==> src/rtl/if_fetch_queue_if.sv <==
// if_fetch_queue_if: instruction-memory req/ack bus between the fetch stage and memory.
interface if_fetch_queue_if;
   logic        imem_req;
   logic [31:0] imem_addr;
   logic        imem_ack;
   logic [31:0] imem_rdata;
   modport master (output imem_req, imem_addr, input imem_ack, imem_rdata);
   modport slave  (input imem_req, imem_addr, output imem_ack, imem_rdata);
endinterface

==> src/rtl/if_fetch_queue.sv <==
// if_fetch_queue: fetches 32-bit words into a 16-bit parcel queue and reassembles
// compressed and 32-bit (possibly word-straddling) instructions into the IF/ID register.
module if_fetch_queue #(
   parameter logic [31:0] RESET_PC = 32'h0000_0000,
   parameter int          DEPTH    = 4
) (
   input  logic             clk,
   input  logic             rst,
   input  logic             stall,
   input  logic             flush,
   input  logic [31:0]      flush_pc,
   if_fetch_queue_if.master mem,
   output logic [31:0]      IF_ID_PC,
   output logic [31:0]      IF_ID_inst,
   output logic             IF_ID_valid
);
   localparam int PW = $clog2(DEPTH);
   localparam int OW = $clog2(DEPTH + 1);
   localparam logic [31:0]   NOP     = 32'h0000_0013;
   localparam logic [PW:0]   DEPTH_W = DEPTH[PW:0];
   localparam logic [OW-1:0] REFILL  = OW'(DEPTH - 2);
   logic [15:0]   pq_q [DEPTH];
   logic [PW-1:0] rd_q, rd_d, wr_q, wr_d;
   logic [OW-1:0] occ_q, occ_d;
   logic [31:0]   addr_q, addr_d, redir_q, redir_d, pc_q, pc_d;
   logic [31:0]   id_pc_q, id_pc_d, id_inst_q, id_inst_d;
   logic          req_q, req_d, drop_q, drop_d, stale_q, stale_d, id_valid_q, id_valid_d;
   logic [15:0]   head, nxt;
   logic [1:0]    push_n, pop_n;
   logic          xfer, pending, wide, avail, pop;
   function automatic logic [PW-1:0] wrap(input logic [PW-1:0] p, input logic [1:0] k);
      logic [PW:0] s;
      s = {1'b0, p} + {{(PW - 1){1'b0}}, k};
      return s >= DEPTH_W ? PW'(s - DEPTH_W) : s[PW-1:0];
   endfunction
   always_comb begin
      head       = pq_q[rd_q];
      nxt        = pq_q[wrap(rd_q, 2'd1)];
      wide       = head[1:0] == 2'b11;
      avail      = occ_q >= (wide ? OW'(2) : OW'(1));
      xfer       = req_q & mem.imem_ack;
      pending    = req_q & ~mem.imem_ack;
      pop        = avail & ~stall & ~flush;
      push_n     = (xfer & ~stale_q & ~flush) ? (drop_q ? 2'd1 : 2'd2) : 2'd0;
      pop_n      = pop ? (wide ? 2'd2 : 2'd1) : 2'd0;
      occ_d      = flush ? '0 : occ_q + OW'(push_n) - OW'(pop_n);
      rd_d       = flush ? '0 : wrap(rd_q, pop_n);
      wr_d       = flush ? '0 : wrap(wr_q, push_n);
      // a flushed request must still be held until its ack; a fresh one waits a cycle
      req_d      = pending | (~flush & occ_d <= REFILL);
      stale_d    = flush ? pending : stale_q & ~xfer;
      redir_d    = flush ? flush_pc & ~32'd3 : redir_q;
      addr_d     = (flush & ~pending) ? flush_pc & ~32'd3 :
                   xfer ? (stale_q ? redir_q : addr_q + 32'd4) : addr_q;
      drop_d     = flush ? flush_pc[1] : drop_q & ~(push_n != 2'd0);
      pc_d       = flush ? flush_pc & ~32'd1 : pop ? pc_q + (wide ? 32'd4 : 32'd2) : pc_q;
      id_valid_d = ~flush & (stall ? id_valid_q : avail);
      id_inst_d  = flush ? NOP : stall ? id_inst_q :
                   avail ? (wide ? {nxt, head} : {16'h0, head}) : NOP;
      id_pc_d    = pop ? pc_q : id_pc_q;
   end
   always_ff @(posedge clk) begin
      if (push_n != 2'd0) pq_q[wr_q] <= drop_q ? mem.imem_rdata[31:16] : mem.imem_rdata[15:0];
      if (push_n == 2'd2) pq_q[wrap(wr_q, 2'd1)] <= mem.imem_rdata[31:16];
   end
   always_ff @(posedge clk or negedge rst) begin
      if (!rst) begin
         rd_q       <= '0;
         wr_q       <= '0;
         occ_q      <= '0;
         req_q      <= 1'b0;
         addr_q     <= RESET_PC & ~32'd3;
         redir_q    <= RESET_PC & ~32'd3;
         pc_q       <= RESET_PC & ~32'd1;
         drop_q     <= RESET_PC[1];
         stale_q    <= 1'b0;
         id_pc_q    <= '0;
         id_inst_q  <= NOP;
         id_valid_q <= 1'b0;
      end else begin
         rd_q       <= rd_d;
         wr_q       <= wr_d;
         occ_q      <= occ_d;
         req_q      <= req_d;
         addr_q     <= addr_d;
         redir_q    <= redir_d;
         pc_q       <= pc_d;
         drop_q     <= drop_d;
         stale_q    <= stale_d;
         id_pc_q    <= id_pc_d;
         id_inst_q  <= id_inst_d;
         id_valid_q <= id_valid_d;
      end
   end
   assign mem.imem_req  = req_q;
   assign mem.imem_addr = addr_q;
   assign IF_ID_PC      = id_pc_q;
   assign IF_ID_inst    = id_inst_q;
   assign IF_ID_valid   = id_valid_q;
endmodule

==> src/flat_wrapper.sv <==
// flat-port wrapper written by rule: the top's interface ports become plain ports
module if_fetch_queue_flat 
#(
   parameter logic [31:0] RESET_PC = 32'h0000_0000,
   parameter int          DEPTH    = 4
)
  (clk, rst, stall, flush, flush_pc, IF_ID_PC, IF_ID_inst, IF_ID_valid, mem_imem_req, mem_imem_addr, mem_imem_ack, mem_imem_rdata);
  if_fetch_queue_if mem_i ();
  input  logic clk;
  input  logic rst;
  input  logic stall;
  input  logic flush;
  input  logic [31:0] flush_pc;
  output logic [31:0] IF_ID_PC;
  output logic [31:0] IF_ID_inst;
  output logic IF_ID_valid;
  output wire logic [$bits(mem_i.imem_req)-1:0] mem_imem_req;
  output wire logic [$bits(mem_i.imem_addr)-1:0] mem_imem_addr;
  input wire logic [$bits(mem_i.imem_ack)-1:0] mem_imem_ack;
  input wire logic [$bits(mem_i.imem_rdata)-1:0] mem_imem_rdata;
  assign mem_imem_req = mem_i.imem_req;
  assign mem_imem_addr = mem_i.imem_addr;
  assign mem_i.imem_ack = mem_imem_ack;
  assign mem_i.imem_rdata = mem_imem_rdata;
  if_fetch_queue #(.RESET_PC(RESET_PC), .DEPTH(DEPTH)) u_core (.clk(clk), .rst(rst), .stall(stall), .flush(flush), .flush_pc(flush_pc), .mem(mem_i), .IF_ID_PC(IF_ID_PC), .IF_ID_inst(IF_ID_inst), .IF_ID_valid(IF_ID_valid));
endmodule
==> config.mk <==
export PLATFORM = sky130hd
export DESIGN_NAME = if_fetch_queue_flat
export DESIGN_NICKNAME = d
export VERILOG_FILES = /design/src/rtl/if_fetch_queue_if.sv /design/src/rtl/if_fetch_queue.sv /design/src/flat_wrapper.sv
export SDC_FILE = /design/constraint.sdc
export NUM_CORES = 1
export LEC_CHECK = 0
export CORE_AREA = 2 2 174 176
export CTS_CLUSTER_DIAMETER = 150
export DETAILED_ROUTE_END_ITERATION = 7
export DIE_AREA = 0 0 176 178
export PLACE_DENSITY = 0.69
export SYNTH_ARGS = -nofsm -noshare
export SYNTH_HDL_FRONTEND = slang
export SYNTH_SLANG_ARGS = --single-unit
==> constraint.sdc <==
create_clock -name clk -period 3.9 [get_ports clk]
set_clock_uncertainty 0.05 [all_clocks]
set_input_delay 0.78 -clock clk [delete_from_list [all_inputs] [get_ports clk]]
set_output_delay 0.78 -clock clk [all_outputs]
set_load 0.05 [all_outputs]
==> flow_summary.json, run 1 <==
{
  "status": "completed",
  "yosys.cell_types.count": 72,
  "reg2reg_depth": 14,
  "p_total_w": 0.01073,
  "firstDrtPassIters": 7,
  "cts.sinks": 229,
  "drv_slew": 0,
  "clk_pin_slew_worst_paths_ns": 0.07,
  "dp_hpwl_mm": 21.64,
  "cts-hold-fix-buffers": 0,
  "io-pin-count": 167,
  "first_global_vias": 8899,
  "met3_length_mm": 2.125,
  "cp_slowest_cell": "mux4_2",
  "post-cts-setup-buffer-count": 0,
  "worstSetupPathType": "reg2reg",
  "grt_usage_pct": 20.26,
  "min_period_ns": 3.539,
  "post-place-cells": 1552,
  "tightest_slew_ns": 1.083,
  "grt_first_pass_wirelength_mm": 49.69,
  "rr_startpoint": "u_core.rd_q[1]",
  "p_int_w": 0.006310,
  "ctsResizeCount": 0,
  "core-area_sq_um": 29400,
  "final_cells": 1599,
  "clock_path_buffers": 3,
  "fin_setup_tns_ns": 0,
  "overflow": 0,
  "p_per_area_nw_per_um2": 732.1,
  "cts_tree": "built",
  "startpoint": "u_core.rd_q[1]",
  "die_x_microns": 176,
  "cp_max_fo": 8,
  "drt-met1-wl_mm": 13.10,
  "crit_arrival_ns": 3.96,
  "max_freq_ghz": 0.2826,
  "cp_top_family": "adder cells",
  "crit_path_cell_trace": "mux4_2 -> nand2_2 -> ha_1 -> nand2b_1 -> a2bb2oi_4 -> nand2b_2 -> nor2_2 -> fa_1 -> inv_1 -> fa_1 -> xor2_1 -> xnor2_1 -> nand3_1 -> nand2_1",
  "hold_class": "in2async",
  "cellLeakagePower_nw": 5.814,
  "nNetsFinal": 1270,
  "drc": 0,
  "slew-limit-headroom_pct": 27.64,
  "die-area_sq_um": 31330,
  "maxCapViolCount": 0,
  "totalWireLength_mm": 31.95,
  "clkPwrFrac_pct": 24.4,
  "die_y_microns": 178,
  "required_ns": 4.32,
  "yosys.area.top_type": "dfrtp_1",
  "post-place-ws_ns": 0.3345,
  "power.share.switching_pct": 41.20,
  "cp_num_buf_inv": 1,
  "vdd_drop_max_mv": 0.4561,
  "diodes": 0,
  "rrSetupSlack_ns": 0.36,
  "fin_crit_sh_pct": 90.74,
  "syn_to_final_growth_pct": 25.79,
  "ys_seq_area_share_pct": 51.95,
  "start_util_pct": 39.64,
  "routed.top_layer": "met4",
  "final-setup-viol-count": 0,
  "ant_nets": 0,
  "regToRegEndpoint": "u_core.mem.imem_req",
  "gp_congestion": 0.8837,
  "drtIter0Drc": 736,
  "synthTopCellsByCount": "dfrtp_1, nand2_1, o21ai_0",
  "endpoint": "u_core.mem.imem_req",
  "setup_slack_ns": 0.3610,
  "row_count": 63,
  "grt_max_degree": 83,
  "synthCells": 1033,
  "fillerInstances": 2597,
  "cp.depth": 14,
  "synthTopCellsByArea": "dfrtp_1, edfxtp_1, mux2_2, mux4_2, nand2_1",
  "pwr-share-comb_pct": 42.5,
  "wl_met2_mm": 15.87,
  "report.final.hold_viol_count": 0,
  "synthesis.area_sq_um": 11650,
  "synth_flop_cell": "dfrtp_1",
  "antenna_found_initial": 1,
  "yosysWarnings": 0,
  "detail_route.wl_per_cell_microns": 19.98,
  "port_buffers": 162,
  "clk_latency_ns": 0.53,
  "worstSetupEndpointType": "flip-flop",
  "cts_inserted_buffers": 26,
  "viasPerCell": 5.546,
  "cp-start-kind": "flip-flop",
  "yosysMostFrequentCell": "dfrtp_1",
  "synth_edf_count": 64,
  "synth_top_area_share_pct": 34.79,
  "switchingPower_w": 0.004422,
  "root_buffer": "clkbuf_16",
  "slowest_delay_ns": 0.55,
  "htreeDepth": 1,
  "crit_top_cell": "fa_1",
  "synth-seq-cells": 229,
  "avgSynthCellArea_sq_um": 11.28,
  "pwr-share-seq_pct": 33.1,
  "drive_above_1_share_pct": 17.29,
  "synth-async-reset-ratio_pct": 72.05,
  "rsz0062_at_grt": "no",
  "num_vias": 8868
}
==> worst min path at each step <==
stage                                to  slack [ns]
global placement    u_core.IF_ID_PC[25]        0.41
detailed placement   u_core.IF_ID_PC[3]        0.41
finish                  u_core.pc_q[27]        0.26
floorplan           u_core.IF_ID_PC[31]        0.41
global route        u_core.IF_ID_PC[22]        0.33
CTS                     u_core.pc_q[27]        0.29
==> registers in the layout, indices dropped and copies added (netlist names) <==
register and count:
u_core.wr_q 2, u_core.drop_q 1, u_core.rd_q 2, u_core.occ_q 3, u_core.redir_q 30, u_core.pc_q 31
u_core.stale_q 1, u_core.mem.imem_addr 30, u_core.IF_ID_inst 32, u_core.IF_ID_PC 31, u_core.mem.imem_req 1, u_core.pq_q 64
u_core.IF_ID_valid 1
==> per-layer routing <==
| layer | track usage, % | up-vias |
|---|---|---|
| met5 | 0 | - |
| met4 | 5.682 | 0 |
| met3 | 4.284 | 62 |
| met2 | 35.07 | 299 |
| met1 | 25.79 | 4424 |
| li1 | - | 4083 |
==> cell families after synthesis <==
group,share of synthesized area (%)
AOI/OAI and AO/OA,11.54
xor gates and xnor gates,3.833
adders and majority gates,1.374
buffers and inverters,4.209
DFF,51.95
muxes,13.69
other,0.03218
and+or+nand+nor,13.37
==> cell type report <==
cell class	instances	area, sq um	area share [%]
flip-flops and latches	229	6056	41.31
multi-input cells	694	5147	35.11
repair buffers	194	1871	12.76
clock buffers	33	728.2	4.968
well taps	390	488.0	3.329
clock inverters	14	197.7	1.349
inverters	45	171.4	1.169
==> power groups by stage <==
| stage | sequential, W | clock (W) | combinational [W] |
|---|---|---|---|
| floorplan | 0.00472 | 0 | 0.00190 |
| global placement | 0.00358 | 0 | 0.00450 |
| detailed placement | 0.00358 | 0 | 0.00457 |
| CTS | 0.00355 | 0.00266 | 0.00459 |
| global route | 0.00363 | 0.00276 | 0.00488 |
| finish | 0.00355 | 0.00262 | 0.00456 |
==> worst reg2reg max path, cell delays in order (launching register included) <==
cell	delay [ns]
dfrtp_2	0.41
mux4_2	0.55
nand2_2	0.19
ha_1	0.26
nand2b_1	0.18
a2bb2oi_4	0.15
nand2b_2	0.16
nor2_2	0.06
fa_1	0.50
inv_1	0.05
fa_1	0.42
xor2_1	0.16
xnor2_1	0.18
nand3_1	0.10
nand2_1	0.07
==> per-stage QoR <==
step	hold WS, ns	utilization (%)	area, sq um
6_report	0.2614	49.86	14660
5_1_grt	0.3270	49.86	14660
4_1_cts	0.2861	49.86	14660
3_5_place_dp	0.4125	46.71	13730
3_3_place_gp	0.4075	46.71	13730
2_1_floorplan	0.4098	-	11680
==> cells in the final DEF, fill, tap and decap left out, types with 21 or more instances in the layout <==
cell,n
mux2_2,67
buf_4,31
clkdlybuf4s50_1,160
inv_1,44
clkbuf_16,27
nand3_1,22
a22o_1,31
o21ai_0,79
dfrtp_1,161
a21oi_1,25
nand2_1,159
o22ai_1,21
mux4_2,32
edfxtp_1,64
xnor2_1,39
nor2_1,30
Note: power is estimated with default switching activity, not from simulation.
==> inputs of run 2 (changes only) <==
- CAP_MARGIN: unset -> 20
==> run 2 against run 1 <==
  * Count of clock-buffer cells in the layout unchanged
  * Clock power barely moved
  * Sequential power is essentially flat
  * Register-to-register slack about the same
  * Combinational power is essentially flat
  * First-iteration DRC count decreased by 3.0%
  * Critical path type unchanged
  * Final area increased by 0.14%
  * Worst setup slack better by 0.0038 ns
==> flow_summary.json, run 2 (synthesis results as in run 1) <==
{
  "status": "completed",
  "grt_max_degree": 83,
  "die_x_microns": 176,
  "fin_setup_tns_ns": 0,
  "die-area_sq_um": 31330,
  "drtIter0Drc": 714,
  "pwr-share-comb_pct": 42.6,
  "clk_pin_slew_worst_paths_ns": 0.07,
  "first_global_vias": 8899,
  "cp_slowest_cell": "mux4_2",
  "largest_register_ffs": 64,
  "cts-hold-fix-buffers": 0,
  "ant_nets": 0,
  "port_buffers": 162,
  "cp_max_fo": 8,
  "gp_congestion": 0.8837,
  "syn_to_final_growth_pct": 25.96,
  "cts_inserted_buffers": 26,
  "power.share.switching_pct": 41.17,
  "cts_tree": "built",
  "final_cell_mix": "dfrtp_1, clkdlybuf4s50_1, nand2_1, o21ai_0, mux2_2",
  "clk_latency_ns": 0.53,
  "root_buffer": "clkbuf_16",
  "hold_class": "in2async",
  "min_period_ns": 3.535,
  "crit_arrival_ns": 3.95,
  "p_int_w": 0.006324,
  "clkPwrFrac_pct": 24.4,
  "regMostFlops": "u_core.pq_q",
  "grt_first_pass_wirelength_mm": 49.69,
  "row_count": 63,
  "antenna_found_initial": 1,
  "p_per_area_nw_per_um2": 732.2,
  "start_util_pct": 39.64,
  "core-area_sq_um": 29400,
  "die_y_microns": 178,
  "ctsResizeCount": 0,
  "report.final.hold_viol_count": 0,
  "worstSetupPathType": "reg2reg",
  "post-place-cells": 1552,
  "max_freq_ghz": 0.2829,
  "cts.sinks": 229,
  "switchingPower_w": 0.004425,
  "overflow": 0,
  "nNetsFinal": 1271,
  "fin_crit_sh_pct": 90.64,
  "final_cells": 1600,
  "totalWireLength_mm": 31.89,
  "rsz0062_at_grt": "no",
  "fillerInstances": 2595,
  "post-cts-setup-buffer-count": 0,
  "viasPerCell": 5.563,
  "firstDrtPassIters": 5,
  "worstSetupEndpointType": "flip-flop",
  "clock_path_buffers": 3,
  "cp_top_family": "adder cells",
  "grt_usage_pct": 20.26,
  "num_vias": 8900,
  "cp_num_buf_inv": 1,
  "crit_path_cell_trace": "mux4_2 -> nand2_2 -> ha_1 -> nand2b_1 -> a2bb2oi_4 -> nand2b_2 -> nor2_2 -> fa_1 -> inv_1 -> fa_1 -> xor2_1 -> xnor2_1 -> nand3_1 -> nand2_1",
  "final-setup-viol-count": 0,
  "detail_route.wl_per_cell_microns": 19.93,
  "drive_above_1_share_pct": 17.36,
  "multiInputGateArea_sq_um": 5147,
  "final_common_cell": "dfrtp_1",
  "diodes": 0,
  "cp-start-kind": "flip-flop",
  "io-pin-count": 167,
  "crit_top_cell": "fa_1",
  "ff_latch_area_sq_um": 6056,
  "pwr-share-seq_pct": 33.1,
  "drc": 0,
  "htreeDepth": 1,
  "drv_slew": 0,
  "slew-limit-headroom_pct": 46.03,
  "slowest_delay_ns": 0.55,
  "dp_hpwl_mm": 21.64,
  "required_ns": 4.32,
  "maxCapViolCount": 0,
  "cellLeakagePower_nw": 5.823,
  "tightest_slew_ns": 0.8095,
  "vdd_drop_max_mv": 0.4563
}
[run 2: cell count changes in the layout (fill, tap and decap cells not counted), sizes merged]
cell	delta
buf	+1
[run 2: path summary, 6_finish.rpt]
path / start / endpoint / cells after the start / slack, ns
worst max-delay path: u_core.rd_q[1] / u_core.mem.imem_req / 14 / 0.36
worst min-delay path: rst / u_core.pc_q[20] / 1 / 0.26
worst max register to register: u_core.rd_q[1] / u_core.mem.imem_req / 14 / 0.36
worst min register to register: u_core.IF_ID_PC[28] / u_core.IF_ID_PC[28] / 2 / 0.42
max in group asynchronous: rst / u_core.pc_q[30] / 2 / 2.67
min in group clk: u_core.IF_ID_PC[28] / u_core.IF_ID_PC[28] / 2 / 0.42
[run 2: cell type report]
| cell class | instances | area share (%) |
|---|---|---|
| Clock inverter | 14 | 1.347 |
| Tap cell | 390 | 3.324 |
| Sequential cell | 229 | 41.25 |
| Clock buffer | 33 | 4.961 |
| Inverter | 45 | 1.168 |
| Timing Repair Buffer | 195 | 12.88 |
| Multi-Input combinational cell | 694 | 35.07 |
[run 2: per-stage QoR]
step	hold slack, ns	instance area, sq um	setup slack (ns)	power (W)	utilization (%)
after floorplan	0.4098	11680	0.06577	0.006618	-
after global placement	0.4075	13730	0.3376	0.008081	46.71
after detailed placement	0.4125	13730	0.3345	0.008156	46.71
after CTS	0.2861	14660	0.3316	0.01080	49.86
after global routing	0.3270	14680	0.1520	0.01129	49.93
final	0.2644	14680	0.3649	0.01075	49.93
[run 2: power groups by stage]
| stage | logic [W] | registers, W | clock network, W |
|---|---|---|---|
| after floorplan | 0.00190 | 0.00472 | 0 |
| after CTS | 0.00459 | 0.00355 | 0.00266 |
| after detailed placement | 0.00457 | 0.00358 | 0 |
| after global routing | 0.00489 | 0.00363 | 0.00276 |
| after global placement | 0.00450 | 0.00358 | 0 |
| final | 0.00457 | 0.00355 | 0.00262 |
[run 2: layer usage]
metal,track usage (%),routed length (microns),vias to the layer above
met2,35.07,15730,306
met3,4.284,2105,56
li1,-,-,4090
met4,5.682,828,0
met5,0,0,-
met1,25.79,13220,4448
